<file path="config.mk">
export PLATFORM = sky130hd
export DESIGN_NAME = tcp_vlg_ack_sched_flat
export DESIGN_NICKNAME = d
export VERILOG_FILES = /design/src/rtl/tcp_vlg_ack_sched_if.sv /design/src/rtl/tcp_vlg_ack_sched.sv /design/src/flat_wrapper.sv
export SDC_FILE = /design/constraint.sdc
export NUM_CORES = 1
export LEC_CHECK = 0
export ABC_AREA = 1
export BUFFER_PORTS_ARGS = -buffer_cell sky130_fd_sc_hd__buf_2
export CORE_MARGIN = 3
export CORE_UTILIZATION = 54
export DETAILED_ROUTE_END_ITERATION = 12
export PLACE_DENSITY = 0.78
export SLEW_MARGIN = 20
export SYNTH_ARGS = -nofsm -noshare
export SYNTH_HDL_FRONTEND = slang
export SYNTH_SLANG_ARGS = --single-unit
</file>
<file path="constraint.sdc">
create_clock -name clk -period 3 [get_ports clk]
set_input_delay 0.3 -clock clk [delete_from_list [all_inputs] [get_ports clk]]
set_output_delay 0.3 -clock clk [all_outputs]
set_load 0.01 [all_outputs]
</file>
<file path="src/rtl/tcp_vlg_ack_sched_if.sv">
// Connection-side signal bundle for the pure-Ack scheduler: rx segment events in,
// Ack request/handshake to the tx engine.
interface tcp_vlg_ack_sched_if #(
   parameter int LEN_W = 16
);
   logic             connected;
   logic             init;
   logic             seg_val;
   logic [LEN_W-1:0] seg_len;
   logic             seg_in_order;
   logic             sack_upd;
   logic [31:0]      loc_ack;
   logic [LEN_W-1:0] win;
   logic             send;
   logic [2:0]       reason;
   logic [31:0]      ack_num;
   logic             sent;

   modport master (
      output connected, init, seg_val, seg_len, seg_in_order, sack_upd,
      output loc_ack, win, sent,
      input  send, reason, ack_num
   );

   modport slave (
      input  connected, init, seg_val, seg_len, seg_in_order, sack_upd,
      input  loc_ack, win, sent,
      output send, reason, ack_num
   );
endinterface

</file>
<file path="src/rtl/tcp_vlg_ack_sched.sv">
// Per-connection pure-Ack scheduler: collects Ack triggers from the rx path and
// holds a single Ack request towards the tx engine until it reports the Ack sent.
module tcp_vlg_ack_sched #(
   parameter int ACK_TIMEOUT       = 20,
   parameter int FORCE_ACK_PACKETS = 5,
   parameter int FORCE_ACK_BYTES   = 2920,
   parameter int DUP_ACK_LIMIT     = 3,
   parameter int WIN_UPD_THRESH    = 1460,
   parameter int LEN_W             = 16
) (
   input  logic                  clk,
   input  logic                  rst,
   tcp_vlg_ack_sched_if.slave    ack_if
);

   localparam int TMR_W = $clog2(ACK_TIMEOUT + 1);
   localparam int DUP_W = (DUP_ACK_LIMIT > 0) ? $clog2(DUP_ACK_LIMIT + 1) : 1;

   localparam logic [TMR_W-1:0] TMR_LAST = TMR_W'(ACK_TIMEOUT - 1);
   localparam logic [DUP_W-1:0] DUP_LIM  = DUP_W'(DUP_ACK_LIMIT);
   localparam logic [15:0]      PKT_LIM  = 16'(FORCE_ACK_PACKETS);
   localparam logic [31:0]      BYTE_LIM = 32'(FORCE_ACK_BYTES);
   localparam logic [LEN_W-1:0] WIN_TH   = LEN_W'(WIN_UPD_THRESH);

   localparam logic [2:0] RSN_TMO  = 3'd0;
   localparam logic [2:0] RSN_PKTS = 3'd1;
   localparam logic [2:0] RSN_BYTE = 3'd2;
   localparam logic [2:0] RSN_DUP  = 3'd3;
   localparam logic [2:0] RSN_SACK = 3'd4;
   localparam logic [2:0] RSN_WIN  = 3'd5;

   typedef enum logic [1:0] {
      ST_IDLE = 2'd0,
      ST_PEND = 2'd1,
      ST_REQ  = 2'd2
   } state_t;

   state_t             state_q,    state_d;
   logic [15:0]        pkt_cnt_q,  pkt_cnt_d;
   logic [31:0]        byte_cnt_q, byte_cnt_d;
   logic [TMR_W-1:0]   timer_q,    timer_d;
   logic [DUP_W-1:0]   dup_cnt_q,  dup_cnt_d;
   logic [LEN_W-1:0]   last_win_q, last_win_d;
   logic               send_q,     send_d;
   logic [2:0]         reason_q,   reason_d;
   logic [31:0]        ack_num_q,  ack_num_d;

   logic               hold_clr;
   logic               in_pay;
   logic               ooo;
   logic               dup_ok;
   logic [31:0]        seg_len_ext;
   logic [32:0]        byte_sum;
   logic [15:0]        pkt_upd;
   logic [31:0]        byte_upd;
   logic               trig_dup;
   logic               trig_sack;
   logic               trig_bytes;
   logic               trig_pkts;
   logic               trig_win;
   logic               trig_tmo;
   logic               any_trig;
   logic [2:0]         reason_sel;

   assign hold_clr    = ack_if.init | ~ack_if.connected;
   assign in_pay      = ack_if.seg_val & ack_if.seg_in_order & (ack_if.seg_len != '0);
   assign ooo         = ack_if.seg_val & ~ack_if.seg_in_order;
   assign dup_ok      = ooo & (dup_cnt_q < DUP_LIM);

   // Counters saturate rather than wrap so a stalled tx engine cannot hide a trigger.
   assign seg_len_ext = 32'(ack_if.seg_len);
   assign byte_sum    = {1'b0, byte_cnt_q} + {1'b0, seg_len_ext};
   assign byte_upd    = !in_pay ? byte_cnt_q : (byte_sum[32] ? 32'hFFFF_FFFF : byte_sum[31:0]);
   assign pkt_upd     = (in_pay && pkt_cnt_q != 16'hFFFF) ? pkt_cnt_q + 16'd1 : pkt_cnt_q;

   assign trig_dup    = dup_ok;
   assign trig_sack   = ack_if.sack_upd;
   assign trig_bytes  = (BYTE_LIM != 32'd0) && (byte_upd >= BYTE_LIM);
   assign trig_pkts   = (PKT_LIM != 16'd0) && (pkt_upd >= PKT_LIM);
   assign trig_win    = (ack_if.win > last_win_q) && ((ack_if.win - last_win_q) >= WIN_TH);
   assign trig_tmo    = (state_q == ST_PEND) && (timer_q == TMR_LAST);
   assign any_trig    = trig_dup | trig_sack | trig_bytes | trig_pkts | trig_win | trig_tmo;

   always_comb begin
      reason_sel = RSN_TMO;
      if (trig_dup)        reason_sel = RSN_DUP;
      else if (trig_sack)  reason_sel = RSN_SACK;
      else if (trig_bytes) reason_sel = RSN_BYTE;
      else if (trig_pkts)  reason_sel = RSN_PKTS;
      else if (trig_win)   reason_sel = RSN_WIN;
   end

   always_comb begin
      state_d    = state_q;
      pkt_cnt_d  = pkt_cnt_q;
      byte_cnt_d = byte_cnt_q;
      timer_d    = timer_q;
      dup_cnt_d  = dup_cnt_q;
      last_win_d = last_win_q;
      send_d     = send_q;
      reason_d   = reason_q;
      ack_num_d  = ack_num_q;

      // Duplicate-Ack budget is per out-of-order run and counts even while a request is open.
      if (dup_ok) begin
         dup_cnt_d = dup_cnt_q + DUP_W'(1);
      end else if (in_pay) begin
         dup_cnt_d = '0;
      end

      case (state_q)
         ST_IDLE, ST_PEND: begin
            pkt_cnt_d  = pkt_upd;
            byte_cnt_d = byte_upd;
            if (state_q == ST_PEND) begin
               timer_d = timer_q + TMR_W'(1);
            end else if (in_pay) begin
               timer_d = '0;
            end
            if (any_trig) begin
               state_d   = ST_REQ;
               send_d    = 1'b1;
               reason_d  = reason_sel;
               ack_num_d = ack_if.loc_ack;
            end else if (in_pay) begin
               state_d = ST_PEND;
            end
         end
         ST_REQ: begin
            pkt_cnt_d  = pkt_upd;
            byte_cnt_d = byte_upd;
            if (ack_if.sent) begin
               send_d     = 1'b0;
               last_win_d = ack_if.win;
               timer_d    = '0;
               // A segment landing with the sent pulse is not covered by that Ack.
               if (in_pay) begin
                  pkt_cnt_d  = 16'd1;
                  byte_cnt_d = seg_len_ext;
                  state_d    = ST_PEND;
               end else begin
                  pkt_cnt_d  = '0;
                  byte_cnt_d = '0;
                  state_d    = ST_IDLE;
               end
            end
         end
         default: begin
            state_d = ST_IDLE;
         end
      endcase

      if (hold_clr) begin
         state_d    = ST_IDLE;
         pkt_cnt_d  = '0;
         byte_cnt_d = '0;
         timer_d    = '0;
         dup_cnt_d  = '0;
         last_win_d = ack_if.win;
         send_d     = 1'b0;
         reason_d   = RSN_TMO;
         ack_num_d  = '0;
      end
   end

   always_ff @(posedge clk) begin
      if (rst) begin
         state_q    <= ST_IDLE;
         pkt_cnt_q  <= '0;
         byte_cnt_q <= '0;
         timer_q    <= '0;
         dup_cnt_q  <= '0;
         last_win_q <= ack_if.win;
         send_q     <= 1'b0;
         reason_q   <= RSN_TMO;
         ack_num_q  <= '0;
      end else begin
         state_q    <= state_d;
         pkt_cnt_q  <= pkt_cnt_d;
         byte_cnt_q <= byte_cnt_d;
         timer_q    <= timer_d;
         dup_cnt_q  <= dup_cnt_d;
         last_win_q <= last_win_d;
         send_q     <= send_d;
         reason_q   <= reason_d;
         ack_num_q  <= ack_num_d;
      end
   end

   assign ack_if.send    = send_q;
   assign ack_if.reason  = reason_q;
   assign ack_if.ack_num = ack_num_q;

endmodule

</file>
<file path="src/flat_wrapper.sv">
// flat-port wrapper written by rule: the top's interface ports become plain ports
module tcp_vlg_ack_sched_flat 
#(
   parameter int ACK_TIMEOUT       = 20,
   parameter int FORCE_ACK_PACKETS = 5,
   parameter int FORCE_ACK_BYTES   = 2920,
   parameter int DUP_ACK_LIMIT     = 3,
   parameter int WIN_UPD_THRESH    = 1460,
   parameter int LEN_W             = 16
)
  (clk, rst, ack_if_connected, ack_if_init, ack_if_seg_val, ack_if_seg_len, ack_if_seg_in_order, ack_if_sack_upd, ack_if_loc_ack, ack_if_win, ack_if_sent, ack_if_send, ack_if_reason, ack_if_ack_num);
  tcp_vlg_ack_sched_if #(.LEN_W(LEN_W)) ack_if_i ();
  input  logic clk;
  input  logic rst;
  input wire logic [$bits(ack_if_i.connected)-1:0] ack_if_connected;
  input wire logic [$bits(ack_if_i.init)-1:0] ack_if_init;
  input wire logic [$bits(ack_if_i.seg_val)-1:0] ack_if_seg_val;
  input wire logic [$bits(ack_if_i.seg_len)-1:0] ack_if_seg_len;
  input wire logic [$bits(ack_if_i.seg_in_order)-1:0] ack_if_seg_in_order;
  input wire logic [$bits(ack_if_i.sack_upd)-1:0] ack_if_sack_upd;
  input wire logic [$bits(ack_if_i.loc_ack)-1:0] ack_if_loc_ack;
  input wire logic [$bits(ack_if_i.win)-1:0] ack_if_win;
  input wire logic [$bits(ack_if_i.sent)-1:0] ack_if_sent;
  output wire logic [$bits(ack_if_i.send)-1:0] ack_if_send;
  output wire logic [$bits(ack_if_i.reason)-1:0] ack_if_reason;
  output wire logic [$bits(ack_if_i.ack_num)-1:0] ack_if_ack_num;
  assign ack_if_i.connected = ack_if_connected;
  assign ack_if_i.init = ack_if_init;
  assign ack_if_i.seg_val = ack_if_seg_val;
  assign ack_if_i.seg_len = ack_if_seg_len;
  assign ack_if_i.seg_in_order = ack_if_seg_in_order;
  assign ack_if_i.sack_upd = ack_if_sack_upd;
  assign ack_if_i.loc_ack = ack_if_loc_ack;
  assign ack_if_i.win = ack_if_win;
  assign ack_if_i.sent = ack_if_sent;
  assign ack_if_send = ack_if_i.send;
  assign ack_if_reason = ack_if_i.reason;
  assign ack_if_ack_num = ack_if_i.ack_num;
  tcp_vlg_ack_sched #(.ACK_TIMEOUT(ACK_TIMEOUT), .FORCE_ACK_PACKETS(FORCE_ACK_PACKETS), .FORCE_ACK_BYTES(FORCE_ACK_BYTES), .DUP_ACK_LIMIT(DUP_ACK_LIMIT), .WIN_UPD_THRESH(WIN_UPD_THRESH), .LEN_W(LEN_W)) u_core (.clk(clk), .rst(rst), .ack_if(ack_if_i));
endmodule
</file>
==> impl_metrics.py <==
metrics = {
    "run_status": {
        "status": "finished, final reports clean",
    },
    "finish": {
        "fillCellCount": 1230,
        "multi_input_area_um2": 5630,
        "drive_gt1_share_pct": 27.5,
        "ff_latch_area_um2": 2360,
        "fin_area_um2": 10600,
        "final_util_pct": 71.7,
        "nets": 1644,
        "syn_to_final_growth_pct": 27.6,
    },
    "pwr": {
        "vdd_drop_max_mv": 0.324,
        "leakage_nw": 5.23,
        "comb_power_share_pct": 22.9,
        "p_sw_share_pct": 32.3,
        "power_switching_mw": 1.18,
        "powerDensity_nw_per_um2": 344,
        "power_frac_seq_pct": 42.2,
        "pwr-share-clk_pct": 34.9,
        "cell_internal_pwr_mw": 2.47,
    },
    "yosys": {
        "synth.distinct_cells": 49,
        "syn_nets": 1468,
        "synthTopCellsByCount": "nand2_1 (421), inv_1 (173), nor2_1 (161)",
        "synth_top_area_share_pct": 22.4,
        "synth.avg_cell_area_um2": 6.13,
        "ys_seq_area_share_pct": 28.1,
        "synth_most_common_cell": "nand2_1",
        "ys.flop_type": "dfxtp_1",
        "ys_ff_latch": 109,
        "synth_top_cell_by_area": "dfxtp_1",
        "synthTopCellsByArea": "dfxtp_1 (22%), nand2_1 (19%), inv_1 (7.8%), nor2_1 (7.3%), nand3_1 (6.5%)",
        "synth_edf_count": 16,
        "synth_area_um2": 8330,
        "async_reset_ff_share_pct": 0,
        "synthCells": 1359,
        "yosys_warnings": 0,
    },
    "worst_setup_path": {
        "rrSetupSlack_ps": 70,
        "critPathMostFrequentCell": "nor2_1",
        "critical-path-max-stage-delay_ps": 270,
        "worstPathArrival_ps": 3250,
        "r2r-end": "u_core.ack_if.ack_num[7]",
        "critPathSlowestCell": "nor2_1",
        "critPathRequiredTime_ps": 3310,
        "start_kind": "input pin",
        "r2r_start": "u_core.byte_cnt_q[5]",
        "endpoint": "u_core.ack_if.ack_num[7]",
        "crit_type": "in -> reg",
        "crit_path_start": "ack_if_seg_len[0]",
        "path_cells": "buf_2 -> buf_4 -> nor2_1 -> nand2_1 -> nor2_1 -> nand2_2 -> nand2_2 -> inv_2 -> buf_12 -> buf_4 -> nor2_1 -> o21bai_2 -> inv_2 -> nand2_1 -> nand3b_1 -> nor2_4 -> nand3_4 -> nand2_8 -> buf_12 -> clkbuf_16 -> o21ai_2 -> nor2_1",
        "r2r_cells": 22,
        "critPathMaxFanout": 11,
        "cp-end-kind": "register",
    },
    "timing": {
        "post-route-min-period_ps": 2940,
        "relSlewSlack_pct": 55.3,
        "finalMaxSlewViolations": 0,
        "max_freq_mhz": 340,
        "tightest_slew_ps": 670,
        "hold_viol": 0,
        "fin_skew_ps": 10.3,
        "fin_crit_sh_pct": 97.9,
        "setup_viol_count_final": 0,
        "grt_setup_unrepaired": "yes",
    },
    "route": {
        "drc": 0,
        "dr.first_iter.drc_count": 699,
        "via_per_inst": 5.39,
        "drt_first_pass_iters": 5,
        "ant_nets": 0,
        "routed_wirelength_um": 24400,
        "wl_per_cell_um": 14.1,
        "vias": 9302,
    },
    "min_path": {
        "hp-class": "in -> reg",
    },
    "die": {
        "dieArea_um2": 16900,
        "io_pins": 108,
        "fp.dieW_um": 130,
        "rows": 44,
        "core_um2": 14800,
        "die-height_um": 130,
        "floorplan.initialDensity_pct": 56.2,
    },
    "cts": {
        "cts_max_level": 3,
        "clockRootBuffer": "clkbuf_16",
        "cts_buffers": 9,
        "cts.path.max_buffers": 2,
        "clk_pin_slew_ps": 90,
        "clk_latency_ps": 370,
        "clock_sinks": 109,
        "tritoncts": "done",
    },
    "global_routing": {
        "first_global_vias": 8167,
        "grt_usage_pct": 27.0,
        "antenna_found_initial": 0,
        "grt_pass1_wl_um": 37400,
        "grt_max_degree": 41,
        "grt_overflow": 0,
    },
    "place": {
        "gp_congestion": 1.01,
        "port_buffers": 107,
        "dpl_cell_area_um2": 9580,
        "dp.final_hpwl_um": 17700,
    },
    "run": {
        "cap_violations": 0,
    },
}
[power groups by stage]
stage | clock network [mW] | logic (mW) | registers, mW
floorplan | 0 | 0.470 | 1.58
finish | 1.27 | 0.836 | 1.54
global route | 1.35 | 0.922 | 1.55
global placement | 0 | 0.716 | 1.57
detailed placement | 0 | 0.728 | 1.58
CTS | 1.30 | 0.734 | 1.54
[final cells by class]
| cell class | instances | share of cell area [%] |
|---|---|---|
| Timing Repair Buffer | 199 | 12.6 |
| Timing Repair inverter | 1 | 0.0824 |
| Antenna cell | 1 | 0.0236 |
| Sequential cell | 109 | 22.3 |
| Clock buffer | 9 | 2.12 |
| Inverter | 190 | 6.83 |
| Tap cell | 184 | 2.17 |
| Multi-Input combinational cell | 1025 | 53.0 |
| Clock inverter | 7 | 0.860 |
[worst max-delay path, delay by kind of cell]
family	cells	cell delay, ps
buffers and inverters	8	1050
AO/OA/AOI/OAI	2	210
AND/OR/NAND/NOR	12	1660
[registers in the layout, summed over array words and instances (netlist names)]
signal,count
u_core.state_q,2
u_core.timer_q,5
u_core.byte_cnt_q,32
u_core.ack_if.reason,3
u_core.dup_cnt_q,2
u_core.last_win_q,16
u_core.ack_if.ack_num,32
u_core.ack_if.send,1
u_core.pkt_cnt_q,16
[through the flow]
stage | setup slack [ps] | setup TNS (ps) | hold slack [ps] | total power, mW | instances
2_1_floorplan | 230 | 0 | 399 | 2.05 | 1359
3_3_place_gp | -117 | -3470 | 449 | 2.29 | 1697
3_5_place_dp | -157 | -4670 | 458 | 2.30 | 1697
4_1_cts | 9.30 | 0 | 111 | 3.58 | 1713
5_1_grt | -65.9 | -1270 | 110 | 3.82 | 1724
6_report | 62.9 | 0 | 123 | 3.65 | 1725
[cells in the final DEF (no fill, tap or decap), drive strengths merged, types with 4 or more instances in the layout]
master  instances
a21oi          68
a31oi          18
buf           198
clkbuf         10
clkinv          4
dfxtp          93
edfxtp         16
ha             35
inv           194
nand2         438
nand3         111
nand3b          4
nand4          15
nor2          200
nor3           23
o21ai          66
or2            10
xnor2           8
xor2           10
[repair_timing]
item | in CTS | in global routing
setup buffers | 0 | 8
hold buffers | 0 | 0
setup endpoints to repair | 36 | 38
pin swaps | 1 | 19
resized for setup | 6 | 141
gates cloned | 0 | 3
[layer usage]
layer | GRT usage [%] | routed length [um]
met2 | 44.7 | 11500
met4 | 7.89 | 735
met3 | 5.16 | 1800
met1 | 35.7 | 10300
met5 | 0 | 0
[logic make-up (layout without fill, tap and decap cells)]
logic type               after synthesis  after routing  share of synthesized area, %
AO/OA/AOI/OAI                        167            167                          11.0
XOR/XNOR                              18             18                          1.89
adder cells (fa/ha/maj)               37             37                          5.74
buffers and inverters                226            406                          11.3
flip-flops                           109            109                          28.1
other                                  0              1                             0
AND/OR/NAND/NOR                      802            803                          42.0
[how the worst min path moves through the flow]
stage | start | cells past startpoint | to
finish | ack_if_win[11] | 1 | u_core.last_win_q[11]
global route | ack_if_win[11] | 1 | u_core.last_win_q[11]
CTS | ack_if_win[11] | 1 | u_core.last_win_q[11]
detailed placement | u_core.dup_cnt_q[0] | 1 | u_core.dup_cnt_q[0]
global placement | u_core.dup_cnt_q[0] | 1 | u_core.dup_cnt_q[0]
floorplan | ack_if_win[0] | 0 | u_core.last_win_q[0]
(Power assumes the default switching activity.)
